File: config.mk
export PLATFORM = sky130hd
export DESIGN_NAME = parity_check_seq
export DESIGN_NICKNAME = d
export VERILOG_FILES = /design/src/rtl/parity_check_seq.sv
export SDC_FILE = /design/constraint.sdc
export NUM_CORES = 1
export LEC_CHECK = 0
export CAP_MARGIN = 40
export CORE_MARGIN = 4
export CORE_UTILIZATION = 43
export CTS_CLUSTER_SIZE = 16
export DETAILED_ROUTE_END_ITERATION = 16
export MAX_ROUTING_LAYER = met4
export PLACE_DENSITY = 0.68
export SLEW_MARGIN = 10
export SYNTH_ARGS = -nofsm -noshare
export SYNTH_HDL_FRONTEND = slang
export SYNTH_SLANG_ARGS = --single-unit
export TNS_END_PERCENT = 20
File: constraint.sdc
create_clock -name clk -period 5 [get_ports clk]
set_input_delay 1.25 -clock clk [delete_from_list [all_inputs] [get_ports clk]]
set_output_delay 1.25 -clock clk [all_outputs]
set_load 0.02 [all_outputs]
File: src/rtl/parity_check_seq.sv
// Sequential UART RX parity checker: XOR-accumulates strobed data bits and checks the
// received parity bit against even/odd/mark/space. Also keeps a sticky flag and a saturating error count.
module parity_check_seq #(
  parameter int unsigned DATA_WIDTH = 8,
  parameter int unsigned CNT_WIDTH  = 8
) (
  input  logic                 clk,
  input  logic                 rst,
  input  logic                 frame_start,
  input  logic                 par_chk_en,
  input  logic [1:0]           par_mode,
  input  logic                 smpl_ready,
  input  logic                 sampled_bit,
  input  logic                 err_clr,
  output logic                 busy,
  output logic                 par_done,
  output logic                 par_err,
  output logic                 par_err_sticky,
  output logic [CNT_WIDTH-1:0] err_cnt
);

  localparam int unsigned BCW = $clog2(DATA_WIDTH + 1);
  localparam logic [BCW-1:0] LAST_BIT = BCW'(DATA_WIDTH - 1);

  typedef enum logic [1:0] {IDLE, DATA, PARITY} state_t;
  typedef enum logic [1:0] {EVEN = 2'b00, ODD = 2'b01, MARK = 2'b10, SPACE = 2'b11} mode_t;

  state_t               state, state_d;
  mode_t                mode_q, mode_d;
  logic                 en_q, en_d;
  logic                 acc, acc_d;
  logic [BCW-1:0]       bit_cnt, bit_cnt_d;
  logic                 done_d, perr_d, sticky_d;
  logic [CNT_WIDTH-1:0] cnt_d;
  logic                 exp_par, err_ev;

  always_ff @(posedge clk or posedge rst) begin
    if (rst) begin
      state          <= IDLE;
      mode_q         <= EVEN;
      en_q           <= 1'b0;
      acc            <= 1'b0;
      bit_cnt        <= '0;
      par_done       <= 1'b0;
      par_err        <= 1'b0;
      par_err_sticky <= 1'b0;
      err_cnt        <= '0;
    end else begin
      state          <= state_d;
      mode_q         <= mode_d;
      en_q           <= en_d;
      acc            <= acc_d;
      bit_cnt        <= bit_cnt_d;
      par_done       <= done_d;
      par_err        <= perr_d;
      par_err_sticky <= sticky_d;
      err_cnt        <= cnt_d;
    end
  end

  always_comb begin
    unique case (mode_q)
      EVEN:    exp_par = acc;
      ODD:     exp_par = ~acc;
      MARK:    exp_par = 1'b1;
      default: exp_par = 1'b0;
    endcase
  end

  always_comb begin
    state_d   = state;
    mode_d    = mode_q;
    en_d      = en_q;
    acc_d     = acc;
    bit_cnt_d = bit_cnt;
    done_d    = 1'b0;
    perr_d    = 1'b0;
    err_ev    = 1'b0;
    sticky_d  = par_err_sticky;
    cnt_d     = err_cnt;

    // frame_start restarts from any state and swallows a coincident strobe
    if (frame_start) begin
      state_d   = DATA;
      en_d      = par_chk_en;
      mode_d    = mode_t'(par_mode);
      acc_d     = 1'b0;
      bit_cnt_d = '0;
    end else begin
      unique case (state)
        DATA: if (smpl_ready) begin
          acc_d     = acc ^ sampled_bit;
          bit_cnt_d = bit_cnt + BCW'(1);
          if (bit_cnt == LAST_BIT) begin
            if (en_q) begin
              state_d = PARITY;
            end else begin
              state_d = IDLE;
              done_d  = 1'b1;
            end
          end
        end
        PARITY: if (smpl_ready) begin
          err_ev  = sampled_bit ^ exp_par;
          done_d  = 1'b1;
          perr_d  = err_ev;
          state_d = IDLE;
        end
        default: state_d = IDLE;
      endcase
    end

    if (err_ev) begin
      sticky_d = 1'b1;
      if (err_clr)             cnt_d = CNT_WIDTH'(1);
      else if (err_cnt != '1)  cnt_d = err_cnt + CNT_WIDTH'(1);
    end else if (err_clr) begin
      sticky_d = 1'b0;
      cnt_d    = '0;
    end
  end

  assign busy = (state != IDLE);

endmodule

Word-level counts from Yosys, hierarchy flattened
Cells that the tools add are included.

Register bits after elaboration: 21. Input port bits: 9. Output and inout bits: 12. Logic and storage cells: 60.

Add/subtract/negate cells: 2. Eq/ne operators: 9. Multiplexer cells: 28. Bitwise operators: 3. Reduce and logical (&&, ||, !) cells: 9.

Operator list (number): $mux W8 (4); $mux W1 (13); $mux W4 (3); $mux W2 (5); $reduce_bool A2 Y1 (5); $ne A3 B3 Y1 const B (3); $add A8 B1 Y8 const B (1); $ne A8 B8 Y1 const B (1); $add A4 B1 Y4 const B (1); $eq A2 B1 Y1 const B (2); $eq A2 B2 Y1 const B (2); $eq A4 B3 Y1 const B (1); $pmux W2 S2 (1); $reduce_and A2 Y1 (2); $pmux W1 S3 (1); $reduce_and A3 Y1 (1); $logic_not A2 Y1 (1); $pmux W1 S2 (1); $xor A1 B1 Y1 (2); $not A1 Y1 (1).

Logic depth before layout (Yosys ltp)
Gate-level depths: netlist (run 1).

Depth in word-level cells: 8. Mapped depth: 7. Gate-level depth less buffers: 6.

Least setup slack after synthesis (run 1)
No wires, ideal clock.

Path type: in2reg. Start point: input port sampled_bit. End point: register err_cnt[4]. Library setup time: 0.125 ns. Arrival: 2.298 ns. Required time: 4.875 ns. Slack: 2.577 ns. Stages on the path: 4. Path buffers: 0. Cell sequence: xor2_2 > xor2_2 > a2111oi_2 > mux2_4.

Longest elaborated chain between the ends: 6. Elaborated cells between the ends (all ways): 7. Those cells by class: 4 x mux; 1 x bitwise; 2 x reduce/logical.

RTL lines: start: declaration (line 13) `input logic sampled_bit,`; $xor A1 B1 Y1 * (line 104) `err_ev = sampled_bit ^ exp_par;`; $mux W1 * (line 103) `PARITY: if (smpl_ready) begin`; $mux W1 * (line 90) `unique case (state)`; $mux W1 * (line 83) `if (frame_start) begin`; $reduce_bool A2 Y1 (no line); $reduce_and A2 Y1 (no line); end signal: assignment (line 57) `err_cnt <= cnt_d;`; end: declaration (line 19) `output logic [CNT_WIDTH-1:0] err_cnt`.

Mark *: on every way between the ends. The rest lies on a longest branch, timed or not. A chain may end at the register's enable or synchronous reset.

Worst setup path in the final report (run 1)
Start point: input port frame_start. End point: register err_cnt[7].

Longest elaborated chain between the ends: 3. Elaborated cells between the ends (all ways): 4. Those cells by class: 2 x mux; 2 x reduce/logical.

RTL lines: start: declaration (line 9) `input logic frame_start,`; $mux W1 * (line 83); $reduce_bool A2 Y1 (no line); $reduce_and A2 Y1 (no line).

Marked as above.

==> flow_summary.json, run 1 <==
{
  "status": "completed",
  "cp.required_ns": 5.19,
  "tns_ns": 0,
  "timing.rr.end": "err_cnt[7]",
  "vdd_drop_max_mv": 0.157,
  "yosysSeqAreaShare": 0.456,
  "worstSetupPathType": "primary input to flip-flop",
  "num-fill-cells": 232,
  "drc": 0,
  "place.gp.congestion": 0.750,
  "grt_use_total": 0.145,
  "relSlewSlack": 0.469,
  "slew_violations": 0,
  "clockRootBuffer": "clkbuf_4",
  "layout.nets": 144,
  "drv_cap": 0,
  "dpl.hpwl_um": 1710,
  "critPathArrivalTime_ns": 3.17,
  "dieWidth_um": 59.8,
  "cts_resized": 0,
  "grt_max_degree": 22,
  "synth_area_um2": 1150,
  "seq_area_um2": 526,
  "num_rows": 18,
  "ant_nets": 0,
  "cp-start-kind": "primary input",
  "clock_latency_ns": 0.29,
  "cts_htree_levels": 1,
  "dp.cells": 155,
  "worstHoldPathCells": 1,
  "syn_avg_cell_area_um2": 10.6,
  "grt_overflow": 0,
  "io_buffers": 20,
  "synthFlopType": "dfrtp_1",
  "dr.pass1.iters": 4,
  "start_util": 0.457,
  "post-route-util": 0.553,
  "clk_path_buf_depth": 2,
  "holdPathEnd": "par_err_sticky",
  "ios": 21,
  "area_growth_syn_to_layout_pct": 21.0,
  "synthTopCellsByArea": "dfrtp_1, ha_1, nor2_1",
  "grt_pass1_wl_um": 3860,
  "r2r_cells": 5,
  "period_share": 0.597,
  "hp-class": "flip-flop to flip-flop",
  "finalNonFillerCells": 159,
  "vias_per_cell": 5.47,
  "synthArstFlopShare": 1.00,
  "cts_inserted_buffers": 3,
  "grt_pass1_vias": 854,
  "cts_setup_buffers": 0,
  "powerDensity_nw_per_um2": 214,
  "clock.fmax_mhz": 335,
  "rsz0062_at_grt": "no",
  "vias": 869,
  "setup_viol": 0,
  "synth_fp_nets": 123,
  "ys_seq_elements": 21,
  "skew_ns": 0.00252,
  "finalWirelength_um": 2280,
  "min-delay-start": "par_err_sticky",
  "whs_ns": 0.489,
  "tritoncts": "done",
  "min_period_ns": 2.98,
  "synth_top_area_share": 0.456,
  "worst_pin_slew_ns": 0.795,
  "clkSinkCount": 21,
  "multi_input_area_um2": 578,
  "cp_max_fo": 14,
  "cts_hold_buf": 0,
  "synth_edf_count": 0,
  "wl_per_cell_um": 14.3,
  "endpoint_kind": "flip-flop",
  "drive_gt1_frac": 0.116,
  "antenna_cells": 0,
  "r2r_start": "err_cnt[0]",
  "fp.coreArea_um2": 2520,
  "r2r_slack_ns": 3.07,
  "die_h_um": 59.8,
  "hold_viol": 0,
  "synthCells": 109,
  "synth_area_leader_cell": "dfrtp_1",
  "synthDistinctLibCells": 40,
  "antenna_found_initial": 0,
  "path_clk_slew_ns": 0.11,
  "dieArea_um2": 3570,
  "initialDrtViolationCount": 22,
  "power.leakage_uw": 0.000617,
  "yosysWarnings": 0
}
-- per-stage QoR --
| step | area [um2] | setup WS, ns | total power (uW) |
|---|---|---|---|
| final | 1390 | 2.02 | 298 |
| after global placement | 1370 | 1.76 | 221 |
| after detailed placement | 1370 | 1.70 | 222 |
| after floorplan | 1150 | 2.58 | 209 |
| after CTS | 1390 | 2.03 | 305 |
| after global routing | 1390 | 1.92 | 318 |
-- kinds of logic (layout without fill, tap and decap cells) --
family	after synthesis	in the layout	share of synthesized area
buffers and inverters	11	31	0.0423
AND/OR/NAND/NOR	38	38	0.182
adder cells (fa/ha/maj)	5	5	0.0543
multiplexers	5	5	0.0543
XOR/XNOR	7	7	0.0662
AO/OA/AOI/OAI	22	22	0.144
flip-flops	21	21	0.456
-- worst max path at each step --
stage / from / to / slack (ns) / cells past startpoint
CTS: frame_start / err_cnt[7] / 2.03 / 5
detailed placement: frame_start / err_cnt[7] / 1.70 / 5
floorplan: sampled_bit / err_cnt[4] / 2.58 / 4
global route: frame_start / err_cnt[7] / 1.92 / 5
finish: frame_start / err_cnt[7] / 2.02 / 5
global placement: frame_start / err_cnt[7] / 1.76 / 5
-- layout by cell type (no fill, tap or decap), types with 2 or more instances in the layout --
| cell | n |
|---|---|
| xnor2_1 | 2 |
| xor2_1 | 3 |
| a31oi_1 | 3 |
| nand2_1 | 7 |
| nand4_1 | 2 |
| nand3_1 | 3 |
| and2_1 | 2 |
| ha_1 | 5 |
| clkdlybuf4s50_1 | 20 |
| mux2_4 | 2 |
| clkbuf_4 | 3 |
| a21oi_1 | 4 |
| o21ai_0 | 2 |
| inv_1 | 7 |
| and3b_1 | 2 |
| nor2_1 | 11 |
| dfrtp_1 | 21 |
| o311ai_0 | 2 |
| xor2_2 | 2 |
| mux2_2 | 2 |
| nor2b_1 | 3 |
| a21o_1 | 2 |
-- worst max-delay path: stages --
cell             delay, ns
clkdlybuf4s50_1       0.65
nand3b_1              0.39
a211o_1               0.34
nor3b_2               0.23
mux2_4                0.31
-- final cells by class --
type                       count  share of cell area
clock buffer                   4              0.0189
inverter                       7              0.0189
sequential                    21               0.377
tap                           30              0.0269
multi-input combinational     77               0.415
timing repair buffer          20               0.144
-- state kept, by name, indices dropped and copies added (netlist names) --
signal	cells
acc	1
bit_cnt	4
en_q	1
err_cnt	8
mode_q	2
par_done	1
par_err	1
par_err_sticky	1
state	2
-- cells in the mapped netlist, drive strengths merged, types with 2 or more instances --
master,instances
nor2,12
nor2b,3
dfrtp,21
mux2,4
clkbuf,3
a31oi,3
o21ai,2
nand3,3
a21o,2
o311ai,2
xor2,5
inv,7
and3b,2
nand4,2
xnor2,2
and2,2
ha,5
a21oi,4
nand2,7
-- where the power goes --
group          switching [uW]  internal [uW]
logic                    23.8           16.0
registers                3.85            175
clock network            49.1           31.0
-- per-layer routing --
metal | vias up | global-route usage | share of wire
li1 | 425 | - | -
met1 | 422 | 0.175 | 0.45
met2 | 20 | 0.247 | 0.51
met3 | 2 | 0.0259 | 0.039
met4 | 0 | 0.0380 | 0.0022
met5 | - | - | 0
(Power assumes the default switching activity.)
==> run 2: changes to the inputs <==
PLACE_DENSITY = 0.7   (was 0.68)
clock period = 2.5 ns   (was 5 ns; I/O delays follow)
==> flow_summary.json, run 2 (same netlist as run 1, synthesis figures left out) <==
{
  "hold_viol": 0,
  "ant_nets": 0,
  "cp_cell_sequence": "inv_1, ha_1, inv_1, clkdlybuf4s50_1",
  "worstSetupPathType": "flip-flop to output port",
  "r2r_slack_ns": 0.54,
  "setup_viol": 0,
  "antenna_found_initial": 0,
  "status": "completed",
  "cts_resized": 0,
  "crit_slowest_cell": "clkdlybuf4s50_1",
  "critical_path.top_delay_family": "buffers and inverters",
  "clkSinkCount": 21,
  "dieWidth_um": 59.8,
  "multi_input_area_um2": 578,
  "period_share": 0.895,
  "place.gp.congestion": 0.796,
  "grt_max_degree": 22,
  "worst_pin_slew_ns": 0.397,
  "io_buffers": 20,
  "area_growth_syn_to_layout_pct": 23.7,
  "whs_ns": 0.500,
  "cp_max_fo": 3,
  "largest_reg_flops": 8,
  "clockRootBuffer": "clkbuf_4",
  "grt_overflow": 0,
  "grt_pass1_wl_um": 4120,
  "tritoncts": "done",
  "post-route-util": 0.565,
  "placed_area_um2": 1400,
  "rsz0062_at_grt": "no",
  "min_period_ns": 2.24,
  "start_util": 0.457,
  "cts_inserted_buffers": 3,
  "power.leakage_uw": 0.000638,
  "fin_area_um2": 1430,
  "cp-start-kind": "flip-flop",
  "grt_use_total": 0.157,
  "clock_latency_ns": 0.31,
  "path_clk_slew_ns": 0.13,
  "wl_per_cell_um": 14.8,
  "hp-class": "flip-flop to flip-flop",
  "powerDensity_nw_per_um2": 432,
  "tns_ns": 0,
  "reg.largest.list": "err_cnt: 8 flops, bit_cnt: 4 flops",
  "grt_pass1_vias": 929,
  "die_h_um": 59.8,
  "num_rows": 18,
  "dpl.hpwl_um": 1780,
  "fp.coreArea_um2": 2520,
  "ios": 21,
  "skew_ns": 0.0152,
  "vdd_drop_max_mv": 0.328,
  "regMostFlops": "err_cnt",
  "cp.required_ns": 1.88,
  "layout.nets": 148,
  "drv_cap": 0,
  "final_cell_mix": "dfrtp_1, clkdlybuf4s50_1, nor2_1, nand2_1, inv_1",
  "drc": 0,
  "slew_violations": 0,
  "dieArea_um2": 3570,
  "cts_setup_buffers": 0,
  "seq_area_um2": 526,
  "critPathArrivalTime_ns": 1.61,
  "vias": 886,
  "antenna_cells": 0,
  "max_stage_delay_ns": 0.60,
  "num-fill-cells": 232,
  "relSlewSlack": 0.734,
  "crit_buf_inv": 3,
  "cts_hold_buf": 0,
  "vias_per_cell": 5.44,
  "dr.pass1.iters": 4,
  "clk_path_buf_depth": 2,
  "clock.fmax_mhz": 447,
  "cts_htree_levels": 1,
  "finalWirelength_um": 2410,
  "endpoint_kind": "output port",
  "drive_gt1_frac": 0.150,
  "initialDrtViolationCount": 33,
  "cp_common_cell": "inv_1",
  "final_common_cell": "dfrtp_1"
}
==> run 2: per-stage QoR <==
stage	setup WS (ns)	power, uW	instances
2_1_floorplan	0.610	418	109
3_3_place_gp	0.204	451	159
3_5_place_dp	0.109	455	159
4_1_cts	0.238	627	163
5_1_grt	0.171	650	163
6_report	0.263	616	163
==> run 2: worst paths after layout <==
check,depth (start not counted),from,end
min in group asynchronous,3,rst,err_cnt[5]
hold / removal,1,par_err_sticky,par_err_sticky
setup reg to reg,5,err_cnt[0],err_cnt[7]
max in group asynchronous,3,rst,bit_cnt[3]
setup / recovery,4,state[0],busy
hold reg to reg,1,par_err_sticky,par_err_sticky
==> run 2: worst register-to-register path, cell delays in order, from the launching register on <==
cell,delay [ns]
dfrtp_1,0.45
ha_1,0.26
and3_1,0.22
a211o_1,0.36
nor3b_2,0.26
mux2_4,0.32
==> run 2: layout make-up <==
| class | instances | area share |
|---|---|---|
| multi-input combinational | 77 | 0.406 |
| sequential | 21 | 0.369 |
| timing repair buffer | 24 | 0.162 |
| tap | 30 | 0.0263 |
| inverter | 7 | 0.0184 |
| clock buffer | 3 | 0.0158 |
| clock inverter | 1 | 0.00351 |
==> run 2: power breakdown <==
| group | total (uW) | internal (uW) | switching (uW) | leakage [uW] |
|---|---|---|---|---|
| Combinational | 90.4 | 39.4 | 50.9 | 0.000341 |
| Clock | 168 | 59.7 | 108 | 0.0000177 |
| Sequential | 357 | 349 | 7.80 | 0.000280 |
| Total | 616 | 449 | 167 | 0.000638 |
==> run 2: per-layer routing <==
metal | vias up | global-route usage | wire length, um
met5 | - | - | 0
li1 | 435 | - | -
met3 | 2 | 0.0389 | 106
met1 | 430 | 0.174 | 1010
met4 | 0 | 0.0316 | 13
met2 | 19 | 0.282 | 1280
